### src/rtl/dcpu16_mbus.sv
// dcpu16_mbus: arbiter that serialises the dcpu16 fetch port (fs_*) and data
// port (ab_*) onto a single stb/ack slave interface (wb_*).
// Optional feature macro: DCPU16_MBUS_TIMEOUT_EN. When it is defined, a
// transaction that gets no slave ack within TMO cycles is terminated with
// all-ones read data.
module dcpu16_mbus #(
    parameter int AW  = 16,
    parameter int DW  = 16,
    parameter int TMO = 16
) (
    input  logic          clk,
    input  logic          rst,
    input  logic [AW-1:0] fs_adr,
    input  logic [DW-1:0] fs_dto,
    input  logic          fs_stb,
    input  logic          fs_wre,
    output logic [DW-1:0] fs_dti,
    output logic          fs_ack,
    input  logic [AW-1:0] ab_adr,
    input  logic [DW-1:0] ab_dto,
    input  logic          ab_stb,
    input  logic          ab_wre,
    output logic [DW-1:0] ab_dti,
    output logic          ab_ack,
    output logic [AW-1:0] wb_adr_o,
    output logic [DW-1:0] wb_dat_o,
    output logic          wb_stb_o,
    output logic          wb_wre_o,
    input  logic [DW-1:0] wb_dat_i,
    input  logic          wb_ack_i
);

    typedef enum logic [1:0] {
        IDLE = 2'd0,
        GFS  = 2'd1,
        GAB  = 2'd2
    } state_t;

    state_t        state, state_n;
    logic          lst, lst_n;
    logic [AW-1:0] adr_n;
    logic [DW-1:0] dat_n;
    logic          stb_n, wre_n;
    logic          fs_ack_n, ab_ack_n;
    logic [DW-1:0] fs_dti_n, ab_dti_n;
    logic          fs_req, ab_req;
    logic          tmo_hit;
    logic          done;
    logic          take;
    logic [DW-1:0] rdata;

    // A master is masked during its own ack cycle so a strobe held through
    // the ack does not start a second slave transaction.
    assign fs_req = fs_stb & ~fs_ack;
    assign ab_req = ab_stb & ~ab_ack;

`ifdef DCPU16_MBUS_TIMEOUT_EN
    localparam logic [7:0] TMO_LAST = 8'(TMO - 1);

    logic [7:0] cnt;
    logic       grant;

    assign grant   = (state == IDLE) && (fs_req || ab_req);
    assign tmo_hit = (state != IDLE) && (cnt == TMO_LAST);

    // Cycle counter for the active transaction: cleared on grant, counts
    // every granted cycle that passes without a slave ack.
    always_ff @(posedge clk) begin
        if (rst) begin
            cnt <= 8'd0;
        end else if (grant) begin
            cnt <= 8'd0;
        end else if ((state != IDLE) && !wb_ack_i) begin
            cnt <= cnt + 8'd1;
        end
    end
`else
    // Timeout disabled: never fires; TMO is referenced only so the parameter
    // remains a live part of the interface in this build.
    assign tmo_hit = 1'b0 & (TMO != 0);
`endif

    // A transaction ends on a slave ack, or on a timeout when no ack arrives
    // on the same edge; a real ack always returns the real read data.
    assign done  = wb_ack_i | tmo_hit;
    assign rdata = wb_ack_i ? wb_dat_i : {DW{1'b1}};
    assign take  = wb_ack_i ? ~wb_wre_o : 1'b1;

    // Next-state and next-output logic: grant in IDLE, complete in GFS/GAB.
    always_comb begin
        state_n  = state;
        lst_n    = lst;
        adr_n    = wb_adr_o;
        dat_n    = wb_dat_o;
        stb_n    = wb_stb_o;
        wre_n    = wb_wre_o;
        fs_ack_n = 1'b0;
        ab_ack_n = 1'b0;
        fs_dti_n = fs_dti;
        ab_dti_n = ab_dti;
        case (state)
            IDLE: begin
                if (ab_req && (!fs_req || !lst)) begin
                    adr_n   = ab_adr;
                    dat_n   = ab_dto;
                    wre_n   = ab_wre;
                    stb_n   = 1'b1;
                    lst_n   = 1'b1;
                    state_n = GAB;
                end else if (fs_req) begin
                    adr_n   = fs_adr;
                    dat_n   = fs_dto;
                    wre_n   = fs_wre;
                    stb_n   = 1'b1;
                    lst_n   = 1'b0;
                    state_n = GFS;
                end
            end
            GFS: begin
                if (done) begin
                    stb_n    = 1'b0;
                    wre_n    = 1'b0;
                    fs_ack_n = 1'b1;
                    if (take) begin
                        fs_dti_n = rdata;
                    end
                    state_n  = IDLE;
                end
            end
            GAB: begin
                if (done) begin
                    stb_n    = 1'b0;
                    wre_n    = 1'b0;
                    ab_ack_n = 1'b1;
                    if (take) begin
                        ab_dti_n = rdata;
                    end
                    state_n  = IDLE;
                end
            end
            default: begin
                stb_n   = 1'b0;
                wre_n   = 1'b0;
                state_n = IDLE;
            end
        endcase
    end

    // State and registered outputs; reset abandons any transaction in flight.
    always_ff @(posedge clk) begin
        if (rst) begin
            state    <= IDLE;
            lst      <= 1'b0;
            wb_adr_o <= '0;
            wb_dat_o <= '0;
            wb_stb_o <= 1'b0;
            wb_wre_o <= 1'b0;
            fs_ack   <= 1'b0;
            ab_ack   <= 1'b0;
            fs_dti   <= '0;
            ab_dti   <= '0;
        end else begin
            state    <= state_n;
            lst      <= lst_n;
            wb_adr_o <= adr_n;
            wb_dat_o <= dat_n;
            wb_stb_o <= stb_n;
            wb_wre_o <= wre_n;
            fs_ack   <= fs_ack_n;
            ab_ack   <= ab_ack_n;
            fs_dti   <= fs_dti_n;
            ab_dti   <= ab_dti_n;
        end
    end

endmodule

### config.mk
export PLATFORM = sky130hd
export DESIGN_NAME = dcpu16_mbus
export DESIGN_NICKNAME = d
export VERILOG_FILES = /design/src/rtl/dcpu16_mbus.sv
export SDC_FILE = /design/constraint.sdc
export NUM_CORES = 1
export LEC_CHECK = 0
export ABC_AREA = 1
export CAP_MARGIN = 5
export CORE_MARGIN = 2
export CORE_UTILIZATION = 40
export CTS_CLUSTER_SIZE = 8
export DETAILED_ROUTE_END_ITERATION = 8
export PLACE_DENSITY = 0.85
export SLEW_MARGIN = 20
export SYNTH_ARGS = -nofsm -noshare
export SYNTH_HDL_FRONTEND = slang
export SYNTH_SLANG_ARGS = --single-unit
### constraint.sdc
create_clock -name clk -period 1.8 [get_ports clk]
set_clock_uncertainty 0.15 [all_clocks]
set_input_delay 0.18 -clock clk [delete_from_list [all_inputs] [get_ports clk]]
set_output_delay 0.18 -clock clk [all_outputs]
set_load 0.02 [all_outputs]
Yosys cells after proc, flatten, opt, wreduce, memory -nomap -nowiden
Index checks and enable logic that the tools add are counted.
{ "op_classes": {"n_addsub": 0, "multipliers": 0, "n_div": 0, "n_lt_le_gt_ge": 0, "n_eq_ne": 4, "shifts": 0, "muxes": 19, "bitwise_logic": 7, "n_reduce_logical": 13} }
{ "op_table": {"columns": ["operator", "count"], "rows": [
  ["$mux W16", 4],
  ["$mux W1", 9],
  ["$mux W2", 3],
  ["$reduce_and A3 Y1", 2],
  ["$reduce_or A2 Y1", 3],
  ["$not A1 Y1", 5],
  ["$pmux W1 S2", 2],
  ["$pmux W2 S2", 1],
  ["$reduce_and A2 Y1", 2],
  ["$ne A3 B3 Y1 const B", 1],
  ["$and A1 B1 Y1", 2],
  ["$eq A2 B1 Y1 const B", 1],
  ["$eq A2 B2 Y1 const B", 1],
  ["$logic_not A1 Y1", 2],
  ["$logic_not A2 Y1", 1],
  ["$ne A2 B1 Y1 const B", 1],
  ["$reduce_bool A2 Y1", 1],
  ["$logic_and A1 B1 Y1", 1],
  ["$logic_or A1 B1 Y1", 1]
]} }
{ "totals": {"register_bits": 71, "latchBits": 0, "mem_bits_rw": 0, "rom_bits": 0, "output_inout_bits": 68, "n_memories": 0} }

Logic depth before layout (Yosys ltp)
{ "depth": {"ltp_word": 7, "mapped_depth": 10, "ltp_nobuf": 9} }

Worst setup path after synthesis
No wires, ideal clock.
{ "synth_path": {"path_type": "register to register", "startpoint": "register state[0]", "endpoint": "register wb_stb_o", "setup_ns": 0.131, "t_arrival_ns": 1.118, "required_time_ns": 1.519, "slack_ns": 0.401, "path_stages_with_launch": 9, "path_buffers": 2, "cell_sequence": "dfxtp_1 inv_1 ha_1 nand2_1 inv_2 buf_6 buf_6 nand2_1 a21oi_2"} }
{ "synth_lines": {"columns": ["item", "line", "text"], "rows": [
  ["start: declaration", "39", "state_t state, state_n;"],
  ["start signal: assignment", "163", "state <= state_n;"],
  ["$eq A2 B2 Y1 / $eq A2 B1 Y1 (equally long branches)", "101", "case (state)"],
  ["$reduce_or A2 Y1 (no source line)", null, null],
  ["$pmux W1 S2 (*)", "101", null],
  ["via stb_n", "43", "logic stb_n, wre_n;"],
  ["end signal: assignment", "167", "wb_stb_o <= stb_n;"],
  ["end: declaration", "27", "output logic wb_stb_o,"]
]} }
The timed path passes the listed nets; every way through them passes the cells marked *.
A chain may end at the register's enable or synchronous reset.

Worst setup path in the final report
{ "layout_path": {"startpoint": "register wb_dat_o[5]", "endpoint": "output port wb_dat_o[5]"} }
{ "layout_lines": {"columns": ["item", "line", "text"], "rows": [
  ["start: declaration", "26", "output logic [DW-1:0] wb_dat_o,"],
  ["start signal: assignment", "166", "wb_dat_o <= dat_n;"]
]} }
No word-level cell between the ends.

==> results.cfg <==
[run_status]
status = complete, no violations

[die]
coreArea_sq_mm = 0.007607
start_util_pct = 40.84
die_h_um = 92.13
ios = 155
die_area_sq_mm = 0.008488
row_count = 32
die_w_um = 92.13

[layout]
fin_nets = 701
fillers = 610
final_common_cell = nand2_1
final_cell_mix = 176 x nand2_1, 153 x clkdlybuf4s50_1, 71 x dfxtp_1
syn2layout_area_growth_pct = 61.18
final_cells = 718
n_antenna_cell = 0
drive_gt1_share_pct = 6.331

[sta]
rsz0062_at_grt = no
holdWs_ps = 184.2
finalSetupTns_ps = 0
finalHoldViolCount = 0
setup_violations = 0
max_freq_ghz = 0.6090
slew_violations = 0
slew_headroom_pct = 77.41
worst_pin_slew_ps = 338.9
min_period_ps = 1642
period_share_pct = 91.22

[placed_design]
gp_congestion = 0.7763
port_buffers = 154
dp_cells = 702
dp_hpwl_mm = 6.333

[clocking]
cts_resized = 0
ctsHoldBuffers = 0
tritoncts = built
h-tree-depth = 3
clk_pin_slew_worst_paths_ps = 80
cts_buffer_depth = 2
cts_setup_buffers = 0
clock_latency_ps = 330
numCtsBuffers = 9
cts-root-buf = clkbuf_8
cts_sinks = 71

[global_routing]
grt_max_degree = 72
grt_use_met1_pct = 22.60
grt_antenna_before_repair = 0
grt_pass1_wl_mm = 13.85
first_global_vias = 3074
grt-ovfl-total = 0
busiest_layer = met2
gr-usage-all-layers_pct = 20.50
use_met2_pct = 35.23
use_met3_pct = 8.710

[setup_path]
critical_path_buf_inv_count = 1
slowest_stage = clkdlybuf4s50_1
cp-end-kind = output port
cp_top_family = buffers and inverters
path_max_fanout = 2
cpPeakStageDelay_ps = 630
cp.required_ps = 1470
setup.worst_path.start_class = flop
cp.arrival_ps = 1310
worstSetupPathType = flop to output port
path_cells = clkdlybuf4s50_1

[route]
via_count = 3318
wl_per_cell_um = 11.95
via_per_inst = 4.621
drt_wl_total_mm = 8.579
remaining_drc_errors = 0
drtAntennaViolNets = 0
drtIter0Drc = 132
first_pass_iters = 5

[yosys]
synth-seq-cells = 71
yosysUniqueCellTypes = 18
synth_area_per_cell_sq_um = 6.710
seq_area_frac_synth_pct = 45.75
ys_warn_count = 0
synth_area_sq_mm = 0.003107
netlist_instances = 463
synth.net_count = 553

[power_and_ir_drop]
powerDensity_mw_per_mm2 = 930.9
leakage_uw = 0.002206
peakVddDrop_mv = 0.4131

[worst_hold_path]
min_path_type = primary input to flop

[job]
drv_cap = 0
sequential cells by signal (all words and copies together), names as in the netlist:
register and cells:
fs_ack 1, wb_wre_o 1, wb_adr_o 16, lst 1, wb_dat_o 16, wb_stb_o 1, fs_dti 16, ab_dti 16
state 2, ab_ack 1
layer usage:
layer	share of wire, %	up-vias	wire length [um]
met4	1.1	0	92
met2	47	151	4052
met5	0	-	0
met3	11	10	984
met1	40	1456	3449
li1	-	1701	-
stage by stage:
stage | area [sq um] | setup slack [ps] | utilization (%) | power [uW]
6_report | 5007 | 158.1 | 65.82 | 4661
5_1_grt | 5007 | 75.69 | 65.82 | 4943
4_1_cts | 5007 | 131.0 | 65.82 | 4715
3_5_place_dp | 4776 | 116.3 | 62.78 | 3263
3_3_place_gp | 4776 | 151.3 | 62.78 | 3229
2_1_floorplan | 3107 | 401.0 | - | 2604
final cells by class:
type / instances / area, sq um / share of cell area, %
clock buffer: 11 / 151.4 / 3.023
clock inverter: 5 / 80.08 / 1.599
inverter: 43 / 163.9 / 3.273
multi-input combinational: 324 / 1379 / 27.54
sequential: 71 / 1421 / 28.39
tap: 102 / 127.6 / 2.549
timing repair buffer: 162 / 1684 / 33.63
synthesized netlist by cell type, drive strengths merged:
cell type / instances / area, sq um
nor2: 68 / 270.3
clkbuf: 8 / 30.03
inv: 43 / 163.9
dfxtp: 71 / 1421
nand3: 38 / 200.2
nand2: 178 / 678.2
ha: 3 / 37.54
buf: 17 / 112.6
a21oi: 37 / 192.7
worst paths after layout:
check,from,cells after the start,slack [ps],endpoint
worst min-delay path,rst,3,180,fs_dti[10]$_SDFFE_PP0P_
worst max register to register,state[0]$_SDFFE_PP0P_,9,250,wb_dat_o[4]$_SDFFE_PP0P_
worst min register to register,fs_dti[6]$_SDFFE_PP0P_,2,310,fs_dti[6]$_SDFFE_PP0P_
worst max-delay path,wb_dat_o[5]$_SDFFE_PP0P_,1,160,wb_dat_o[5]
power by group:
part / switching [uW] / leakage (uW) / internal [uW] / total (uW)
clock network: 584 / 0.000112 / 854 / 1440
logic: 728 / 0.00151 / 676 / 1400
registers: 87.2 / 0.000582 / 1730 / 1820
cell families after synthesis:
logic type	Yosys count	share of synthesized area (%)
buf+inv	68	9.867
flops	71	45.75
compound gates	37	6.202
fa+ha+maj	3	1.208
simple gates	284	36.97
(Power assumes the default switching activity.)
